**config.mk**
```make
export PLATFORM = sky130hd
export DESIGN_NAME = arbiter_match_ctrl
export DESIGN_NICKNAME = d
export VERILOG_FILES = /design/src/rtl/arbiter_match_ctrl.sv
export SDC_FILE = /design/constraint.sdc
export NUM_CORES = 1
export LEC_CHECK = 0
export BUFFER_PORTS_ARGS = -buffer_cell sky130_fd_sc_hd__buf_4
export CORE_AREA = 2 2 45 68
export DETAILED_ROUTE_END_ITERATION = 12
export DIE_AREA = 0 0 47 70
export GPL_TIMING_DRIVEN = 0
export PLACE_DENSITY = 0.82
export SYNTH_ARGS = -nofsm -noshare
export SYNTH_HDL_FRONTEND = slang
export SYNTH_SLANG_ARGS = --single-unit
```
**constraint.sdc**
```tcl
create_clock -name clk -period 4.65 [get_ports clk]
set_input_delay 1.395 -clock clk [delete_from_list [all_inputs] [get_ports clk]]
set_output_delay 1.395 -clock clk [all_outputs]
set_load 0.05 [all_outputs]
```
**src/rtl/arbiter_match_ctrl.sv**
```systemverilog
// Match-level scheduler for the reaction game: countdown -> race -> winner display, with scoring.
// Optional false-start handling during the countdown is enabled by defining ARBITER_MATCH_FOUL_EN.
module arbiter_match_ctrl #(
    parameter int unsigned ROUNDS_TO_WIN  = 3,
    parameter int unsigned SCORE_W        = 3,
    parameter int unsigned TIMEOUT_CYCLES = 2000
) (
    input  logic               clk,
    input  logic               reset,
    input  logic               start_in,
    input  logic               req1,
    input  logic               req2,
    input  logic               cd_done_in,
    input  logic               w_done_in,
    output logic               cd_rst_out,
    output logic               w_rst_out,
    output logic               gnt1_out,
    output logic               gnt2_out,
    output logic [SCORE_W-1:0] score1_out,
    output logic [SCORE_W-1:0] score2_out,
    output logic               match_over_out,
    output logic [1:0]         match_winner_out
);

    localparam int unsigned TO_W = (TIMEOUT_CYCLES > 1) ? $clog2(TIMEOUT_CYCLES) : 1;
    localparam logic [TO_W-1:0]    TO_LAST   = TO_W'(TIMEOUT_CYCLES - 1);
    localparam logic [SCORE_W-1:0] SCORE_MAX = '1;
    localparam logic [SCORE_W-1:0] TARGET    = SCORE_W'(ROUNDS_TO_WIN);

    typedef enum logic [2:0] {
        IDLE      = 3'd0,
        COUNTDOWN = 3'd1,
        ARMED     = 3'd2,
        SHOW      = 3'd3,
        SCORE     = 3'd4,
        RELEASE   = 3'd5,
        MATCH_END = 3'd6
    } state_t;

    state_t            state;
    logic              tie_p2;
    logic [TO_W-1:0]   to_cnt;
    logic [SCORE_W-1:0] score1_nxt;
    logic [SCORE_W-1:0] score2_nxt;

    // Saturating increment candidates, used only in SCORE
    always_comb begin
        score1_nxt = score1_out;
        score2_nxt = score2_out;
        if (score1_out != SCORE_MAX) score1_nxt = score1_out + SCORE_W'(1);
        if (score2_out != SCORE_MAX) score2_nxt = score2_out + SCORE_W'(1);
    end

    always_ff @(posedge clk) begin
        if (reset) begin
            state            <= IDLE;
            cd_rst_out       <= 1'b1;
            w_rst_out        <= 1'b1;
            gnt1_out         <= 1'b0;
            gnt2_out         <= 1'b0;
            score1_out       <= '0;
            score2_out       <= '0;
            match_over_out   <= 1'b0;
            match_winner_out <= 2'b00;
            tie_p2           <= 1'b0;
            to_cnt           <= '0;
        end else begin
            case (state)
                IDLE: begin
                    if (start_in) begin
                        state      <= COUNTDOWN;
                        cd_rst_out <= 1'b0;
                        score1_out <= '0;
                        score2_out <= '0;
                    end
                end

                COUNTDOWN: begin
`ifdef ARBITER_MATCH_FOUL_EN
                    // A press before the countdown ends hands the round to the opponent
                    if (req1 && req2) begin
                        state      <= RELEASE;
                        cd_rst_out <= 1'b1;
                    end else if (req1) begin
                        state      <= SHOW;
                        gnt2_out   <= 1'b1;
                        cd_rst_out <= 1'b1;
                        w_rst_out  <= 1'b0;
                    end else if (req2) begin
                        state      <= SHOW;
                        gnt1_out   <= 1'b1;
                        cd_rst_out <= 1'b1;
                        w_rst_out  <= 1'b0;
                    end else if (cd_done_in) begin
                        state  <= ARMED;
                        to_cnt <= '0;
                    end
`else
                    if (cd_done_in) begin
                        state  <= ARMED;
                        to_cnt <= '0;
                    end
`endif
                end

                ARMED: begin
                    if (req1 && req2) begin
                        // Simultaneous press: rotating priority
                        state      <= SHOW;
                        gnt1_out   <= ~tie_p2;
                        gnt2_out   <= tie_p2;
                        tie_p2     <= ~tie_p2;
                        cd_rst_out <= 1'b1;
                        w_rst_out  <= 1'b0;
                    end else if (req1) begin
                        state      <= SHOW;
                        gnt1_out   <= 1'b1;
                        cd_rst_out <= 1'b1;
                        w_rst_out  <= 1'b0;
                    end else if (req2) begin
                        state      <= SHOW;
                        gnt2_out   <= 1'b1;
                        cd_rst_out <= 1'b1;
                        w_rst_out  <= 1'b0;
                    end else if (to_cnt == TO_LAST) begin
                        state      <= RELEASE;
                        cd_rst_out <= 1'b1;
                    end else begin
                        to_cnt <= to_cnt + TO_W'(1);
                    end
                end

                SHOW: begin
                    if (w_done_in) begin
                        state     <= SCORE;
                        w_rst_out <= 1'b1;
                    end
                end

                SCORE: begin
                    gnt1_out <= 1'b0;
                    gnt2_out <= 1'b0;
                    state    <= RELEASE;
                    if (gnt1_out) begin
                        score1_out <= score1_nxt;
                        if (score1_nxt == TARGET) begin
                            state            <= MATCH_END;
                            match_over_out   <= 1'b1;
                            match_winner_out <= 2'b01;
                        end
                    end else if (gnt2_out) begin
                        score2_out <= score2_nxt;
                        if (score2_nxt == TARGET) begin
                            state            <= MATCH_END;
                            match_over_out   <= 1'b1;
                            match_winner_out <= 2'b10;
                        end
                    end
                end

                RELEASE: begin
                    // Held buttons must be let go before the next countdown
                    if (!req1 && !req2) begin
                        state      <= COUNTDOWN;
                        cd_rst_out <= 1'b0;
                    end
                end

                MATCH_END: begin
                    if (start_in) begin
                        state            <= COUNTDOWN;
                        cd_rst_out       <= 1'b0;
                        score1_out       <= '0;
                        score2_out       <= '0;
                        match_over_out   <= 1'b0;
                        match_winner_out <= 2'b00;
                    end
                end

                default: begin
                    state      <= IDLE;
                    cd_rst_out <= 1'b1;
                    w_rst_out  <= 1'b1;
                    gnt1_out   <= 1'b0;
                    gnt2_out   <= 1'b0;
                end
            endcase
        end
    end

endmodule

```
# Yosys cells after proc, flatten, opt, wreduce, memory -nomap -nowiden
# Cells that the tools add are included.
# word_totals
register_bits	28
latch_bits	0
mem_bits_rw	0
mem_bits_ro	0
in_bits	7
output_inout_bits	13
word_cells	128
mem_count	0
# op_classes
n_addsub	3
multipliers	0
div	0
magnitude_cmp	0
eq_ne	31
n_shift	0
n_mux	57
bitwise_logic	4
reduce_logical	22
# ops
cell	n
$mux W11	5
$mux W3	15
$ne A3 B3 Y1 const B	8
$ne A2 B2 Y1 const B	11
$pmux W11 S2	1
$mux W1	19
$pmux W3 S6	1
$mux W2	8
$eq A3 B2 Y1 const B	4
$pmux W3 S2	2
$add A11 B1 Y11 const B	1
$eq A11 B11 Y1 const B	1
$reduce_and A5 Y1	2
$reduce_or A5 Y1	2
$eq A3 B3 Y1 const B	3
$reduce_and A3 Y1	3
$reduce_and A4 Y1	2
$add A3 B1 Y3 const B	2
$pmux W1 S2	3
$reduce_and A6 Y1	1
$reduce_bool A2 Y1	3
$ne A5 B5 Y1 const B	1
$ne A4 B4 Y1 const B	1
$not A1 Y1	4
11 further kinds	14

# Depth between registers and ports, before layout
# Gate-level depths: netlist of the first run.
# depth
depth_word	7
mapped_depth	7
depth_no_buf	6

# Worst setup path after synthesis of the first run
# OpenSTA, ideal clock, no wires.
# synth_timing
path_type	input -> register
from	in req1
to	reg to_cnt[10]
setup_time_ns	0.070
arrival_time_ns	2.776
required_ns	4.580
slack_ns	1.804
cell_stages	5
n_path_buf	0
cell_sequence	nor2_1 > a21oi_2 > or3_4 > or4_1 > a21oi_1
# synth_via
elab_chain_cells	3
word_cells_on_any_way	4
classes_between	2 x eq/ne; 2 x reduce/logical
# synth_rtl
element	line	text
from (decl)	11	input logic req1,
$logic_and A1 B1 Y1	107	if (req1 && req2) begin
$ne A2 B2 Y1 (no source line)	n/a	
$reduce_and A6 Y1 (no source line) *	n/a	
to (signal assigned)	129	to_cnt <= to_cnt + TO_W'(1);
to (decl)	42	logic [TO_W-1:0] to_cnt;
# Every way passes the cells marked *; elsewhere a longest branch is shown, timed or not.
# A chain may end at the register's enable or synchronous reset.

# Worst setup path in the final report of the first run
# Same ends and word-level chain as after synthesis.

==> reports/results.ini, run 1 <==
[sta]
rsz0062_at_grt = no
tns_ns = 0
timing.final.ws_setup_ns = 1.67
drv_slew = 0
clock_skew_ns = 0.00440
finalHoldViolations = 0
setup_viol = 0
period_needed_ns = 2.98
hold_ws_ns = 0.494
clock.fmax_mhz = 336
relSlewSlack = 0.638
final.period_utilization = 0.641
tightest_slew_ns = 0.539

[critical_path]
cp-start-kind = input port
arrival_ns = 3.19
worstPathRequired_ns = 4.86
r2r-end = to_cnt[10]
crit_path_end = to_cnt[10]
startpoint = req1
rr_worst_depth = 6
reg2reg_setup_slack_ns = 2.47
reg2reg_from = state[1]
crit_path_max_fanout = 9
crit_type = input port to register
cp-end-kind = register

[yosys]
synthCells = 193
ys_top_cells_by_area = dfxtp_1 (35%), nor2_1 (5.4%), xnor2_1 (4.9%)
ys_warn_count = 0
synth_enable_flop_cells = 0
synth_seq_cells = 28
yosysMostFrequentCell = dfxtp_1
avgSynthCellArea_um2 = 8.32
synth_top_area_frac = 0.349
synth_fp_nets = 204
yosysUniqueCellTypes = 56
synth.yosys.seq_area_share = 0.349
synth_top_cell_by_area = dfxtp_1
synth_flop_cell = dfxtp_1
synth.top_cells.by_count = dfxtp_1 (28), nor2_1 (23), nand2_1 (17)
async_reset_ff_frac = 0
syn_area_um2 = 1610

[power_and_ir_drop]
peakVddDrop_uv = 447
p_leak_uw = 0.000657
swShare = 0.452
seq_power_share = 0.331
clkPwrFrac = 0.156
powerDensity_nw_per_um2 = 526
p_switching_uw = 441
p_comb_frac = 0.513
p_int_uw = 534
power_uw = 974

[floorplanning]
dieArea_um2 = 3290
io_pins = 20
initial_utilization = 0.581
die_w_um = 47
core_um2 = 2760
rows = 24
die_y_um = 70

[global_route]
grt_pass1_wl_um = 6530
grt_max_degree = 16
antenna_found_initial = 0
grt_use_total = 0.263
first_global_vias = 1489
gr-total-overflow = 0

[detailed_routing]
wl_um = 4060
drtIter0Drc = 63
drc_errors = 0
vias = 1537
drt_pass1_iterations = 4
via_per_inst = 6.03
routedWlPerCell_um = 15.9
ant_nets = 0

[clocking]
root_buffer = clkbuf_8
clock_sinks = 28
cts_buffers = 3
hold_buffers = 0
clock_latency_ns = 0.28
htree_num_levels = 1
cts_setup_buffers = 0
clk_path_buf_depth = 2
cts_tree = done
clk_pin_slew_worst_paths_ns = 0.10
post_cts_resized = 0

[run_status]
outcome = complete, no violations

[job]
maxCapViolations = 0

[final_layout]
area_growth_pct = 15.4
drive_gt1_frac = 0.157
nNetsFinal = 228
n_fill_cell = 237
n_antenna_cell = 0

[hold_path]
holdCritPathClass = register to register
hold_depth = 2

[placed_design]
dpl.hpwl_um = 3160
dp_slack_ns = 1.40
portBuffers = 19
globalplace.congestion = 0.909

metrics by stage:
stage,std cells,cell area [µm²],utilization
floorplan,193,1610,-
global placement,251,1800,0.650
detailed placement,251,1800,0.650
CTS,255,1850,0.670
global route,255,1850,0.670
finish,255,1850,0.670
cell families after synthesis:
group / after synthesis / synth area share
simple gates: 83 / 0.294
compound gates: 52 / 0.219
flops: 28 / 0.349
buf+inv: 14 / 0.0351
xor+xnor: 10 / 0.0546
fa+ha+maj: 4 / 0.0359
mux: 2 / 0.0125
layout by cell type (no fill, tap or decap), types with 2 or more instances in the layout:
cell	synthesis	final
dfxtp_1	28	28
nor2_1	23	23
buf_4	1	20
nand2_1	17	17
a21oi_1	14	14
o21ai_0	11	11
xnor2_1	9	9
inv_1	7	7
nand3_1	6	6
nor3_1	5	5
clkbuf_1	4	4
nand4_1	4	4
or3_1	4	4
clkbuf_8	0	4
nand2b_1	3	3
a221oi_1	3	3
o31ai_1	3	3
ha_1	3	3
and2_1	2	2
mux2i_1	2	2
nor3b_1	2	2
o22ai_1	2	2
nand4bb_1	2	2
nor4_1	2	2
a211oi_1	2	2
o2bb2ai_1	2	2
a2bb2oi_1	2	2
critical path, cell delays in order:
cell and delay, ns:
buf_4 0.13, nor2_1 0.41, a21oi_2 0.23, or3_4 0.45, or4_1 0.40, a21oi_1 0.17
layout make-up:
| cell class | count | area [µm²] | share of cell area |
|---|---|---|---|
| Multi-Input combinational cell | 151 | 988 | 0.534 |
| Sequential cell | 28 | 561 | 0.303 |
| Buffer | 6 | 26.3 | 0.0142 |
| Tap cell | 39 | 48.8 | 0.0264 |
| Clock buffer | 4 | 55.1 | 0.0297 |
| Timing Repair Buffer | 19 | 143 | 0.0770 |
| Inverter | 8 | 30.0 | 0.0162 |
registers in the layout, indices dropped and copies added, names as in the netlist:
signal	cells
cd_rst_out	1
score2_out	3
w_rst_out	1
state	3
to_cnt	11
match_winner_out	2
score1_out	3
gnt2_out	1
match_over_out	1
gnt1_out	1
tie_p2	1
power by group through the flow:
stage	sequential, µW	clock (µW)	combinational (µW)
floorplan	411	0	280
global placement	325	0	482
detailed placement	327	0	493
CTS	322	154	495
global route	329	163	536
finish	323	152	499
how the worst min path moves through the flow:
stage                         startpoint        endpoint  slack (ns)
after floorplan               to_cnt[10]      to_cnt[10]        0.45
after global routing      match_over_out  match_over_out        0.50
after detailed placement  match_over_out  match_over_out        0.47
final                     match_over_out  match_over_out        0.49
after CTS                 match_over_out  match_over_out        0.49
after global placement        to_cnt[10]      to_cnt[10]        0.46
routing by layer:
metal / vias to the layer above / share of wire / global-route usage / wire length (µm)
met5: - / 0 / 0 / 0
met4: 0 / 0.031 / 0.111 / 124
met3: 11 / 0.039 / 0.0284 / 157
met2: 41 / 0.55 / 0.475 / 2240
met1: 727 / 0.38 / 0.285 / 1550
li1: 758 / - / - / -
Power figures use the tool's default switching activity.
==> run 2: changes to the inputs <==
- CORE_AREA: 2 2 45 68 -> 2 2 47 70
- DIE_AREA: 0 0 47 70 -> 0 0 49 72
- PLACE_DENSITY: 0.82 -> 0.77
- clock period: 4.65 -> 2.8 ns (I/O delays scaled with it)
==> run 2 against run 1 <==
Net effect:
- final area grew 0.88%
- routed wire length shrank 4.5%
- total power is 72% higher
- worst setup slack got worse by 1.2 ns
- critical path depth did not move
- hold slack got worse by 0.0062 ns
==> reports/results.ini, run 2 (same netlist as run 1, synthesis figures left out) <==
[power_and_ir_drop]
peakVddDrop_uv = 615  ; was 447 µV
powerDensity_nw_per_um2 = 895  ; was 526 nW/µm²
p_leak_uw = 0.000664  ; was 0.000657 µW

[placed_design]
globalplace.congestion = 0.899  ; was 0.909
dpl.hpwl_um = 2980  ; was 3160 µm
dp_slack_ns = 0.166  ; was 1.40 ns
portBuffers = 19  ; unchanged
placed_cell_area_um2 = 1800  ; unchanged

[clocking]
cts_setup_buffers = 0  ; unchanged
post_cts_resized = 0  ; unchanged
clock_sinks = 28  ; unchanged
cts_buffers = 3  ; unchanged
cts_tree = done  ; unchanged
clk_path_buf_depth = 2  ; unchanged
clk_pin_slew_worst_paths_ns = 0.10  ; about the same
hold_buffers = 0  ; unchanged
htree_num_levels = 1  ; unchanged
root_buffer = clkbuf_8  ; unchanged
clock_latency_ns = 0.27  ; was 0.28 ns

[sta]
drv_slew = 0  ; unchanged
finalHoldViolations = 0  ; unchanged
tns_ns = 0  ; unchanged
period_needed_ns = 2.36
rsz0062_at_grt = no  ; unchanged
timing.final.ws_setup_ns = 0.436  ; was 1.67 ns
relSlewSlack = 0.617  ; was 0.638
clock.fmax_mhz = 423
tightest_slew_ns = 0.570  ; was 0.539 ns
setup_viol = 0  ; unchanged
clock_skew_ns = 0.00472  ; was 0.00440 ns
final.period_utilization = 0.844

[detailed_routing]
drc_errors = 0  ; unchanged
routedWlPerCell_um = 15.2  ; was 15.9 µm
drtIter0Drc = 51  ; was 63
ant_nets = 0  ; unchanged
wl_um = 3880  ; was 4060 µm
via_per_inst = 6.05  ; was 6.03
vias = 1543  ; was 1,537
drt_pass1_iterations = 4  ; unchanged

[critical_path]
max_stage_delay_ns = 0.45  ; about the same
crit_type = input port to register  ; unchanged
crit_path_end = to_cnt[10]  ; unchanged
startpoint = req1  ; unchanged
crit_buf_inv = 1  ; unchanged
arrival_ns = 2.58  ; was 3.19 ns
slowest_stage = or3_4  ; unchanged
reg2reg_setup_slack_ns = 0.67  ; was 2.47 ns
cp.depth = 6  ; unchanged
r2r-end = to_cnt[10]  ; unchanged
cp-end-kind = register  ; unchanged
crit_chain = buf_4, nor2_1, a21oi_2, or3_4, or4_1, a21oi_1  ; unchanged
worst_path_dominant_cell_family = simple AND/OR/NAND/NOR gates  ; unchanged
rr_worst_depth = 6  ; unchanged
cp-start-kind = input port  ; unchanged
worstPathRequired_ns = 3.01  ; was 4.86 ns
crit_path_max_fanout = 9  ; unchanged
reg2reg_from = state[1]  ; unchanged

[run_status]
outcome = complete, no violations  ; unchanged

[global_route]
gr-total-overflow = 0  ; unchanged
first_global_vias = 1550  ; was 1,489
grt_max_degree = 17  ; was 16
grt_use_total = 0.239  ; was 0.263
antenna_found_initial = 0  ; unchanged
grt_pass1_wl_um = 6750  ; was 6530 µm

[floorplanning]
die_w_um = 49  ; was 47 µm
dieArea_um2 = 3530  ; was 3290 µm²
core_um2 = 2910  ; was 2760 µm²
rows = 24  ; unchanged
io_pins = 20  ; unchanged
die_y_um = 72  ; was 70 µm
initial_utilization = 0.551  ; was 0.581

[final_layout]
area_growth_pct = 16.4  ; was 15.4%
n_fill_cell = 270  ; was 237
top_register = to_cnt  ; unchanged
multi_input_area_um2 = 988  ; unchanged
layout_commonest_cell = dfxtp_1  ; unchanged
regArea_um2 = 561  ; unchanged
largest_reg_flops = 11  ; unchanged
final_area_um2 = 1870  ; was 1850 µm²
drive_gt1_frac = 0.157  ; unchanged
nNetsFinal = 228  ; unchanged
n_antenna_cell = 0  ; unchanged
final_cell_mix = dfxtp_1 (28), nor2_1 (23), buf_4 (20), nand2_1 (17), a21oi_1 (14)  ; unchanged

[job]
maxCapViolations = 0  ; unchanged

[hold_path]
holdCritPathClass = register to register  ; unchanged

run 2: area by class of cell:
type                       instances  area share
sequential                        28       0.300
timing repair buffer              19      0.0764
buffer                             6      0.0141
multi-input combinational        151       0.529
clock buffer                       3      0.0221
tap                               39      0.0261
inverter                           8      0.0161
clock inverter                     1      0.0161
run 2: routing by layer:
layer  vias to the layer above  part of all wire  global-route usage  routed length (µm)
li1                        758                 -                   -                   -
met1                       741              0.39               0.251                1520
met2                        38              0.56               0.476                2180
met3                         6             0.033              0.0267                 130
met4                         0             0.014              0.0952                  55
met5                         -                 0                   0                   0
run 2: stage by stage:
| step | hold WS (ns) | utilization | cells | power [µW] |
|---|---|---|---|---|
| 3_5_place_dp | 0.476 | 0.617 | 251 | 1350 |
| 5_1_grt | 0.519 | 0.641 | 255 | 1780 |
| 3_3_place_gp | 0.460 | 0.617 | 251 | 1340 |
| 4_1_cts | 0.493 | 0.641 | 255 | 1670 |
| 2_1_floorplan | 0.447 | - | 193 | 1150 |
| 6_report | 0.488 | 0.641 | 255 | 1670 |
run 2: power breakdown:
group / internal (µW) / leakage, µW / total, µW / switching (µW)
clock network: 191 / 0.0000357 / 317 / 126
registers: 461 / 0.000227 / 536 / 75.4
logic: 299 / 0.000402 / 818 / 519
total: 951 / 0.000664 / 1670 / 720
run 2: worst min-delay path by stage:
stage | from | endpoint | slack (ns) | depth (start not counted)
3_3_place_gp | to_cnt[10] | to_cnt[10] | 0.46 | 2
2_1_floorplan | to_cnt[10] | to_cnt[10] | 0.45 | 2
5_1_grt | to_cnt[10] | to_cnt[10] | 0.52 | 2
3_5_place_dp | to_cnt[10] | to_cnt[10] | 0.48 | 2
6_report | match_over_out | match_over_out | 0.49 | 2
4_1_cts | to_cnt[10] | to_cnt[10] | 0.49 | 2
run 2: worst min-delay path, delay by kind of cell (launching register included):
kind	cells	cell delay, ns
flops	1	0.33
buf+inv	1	0.05
compound gates	1	0.06
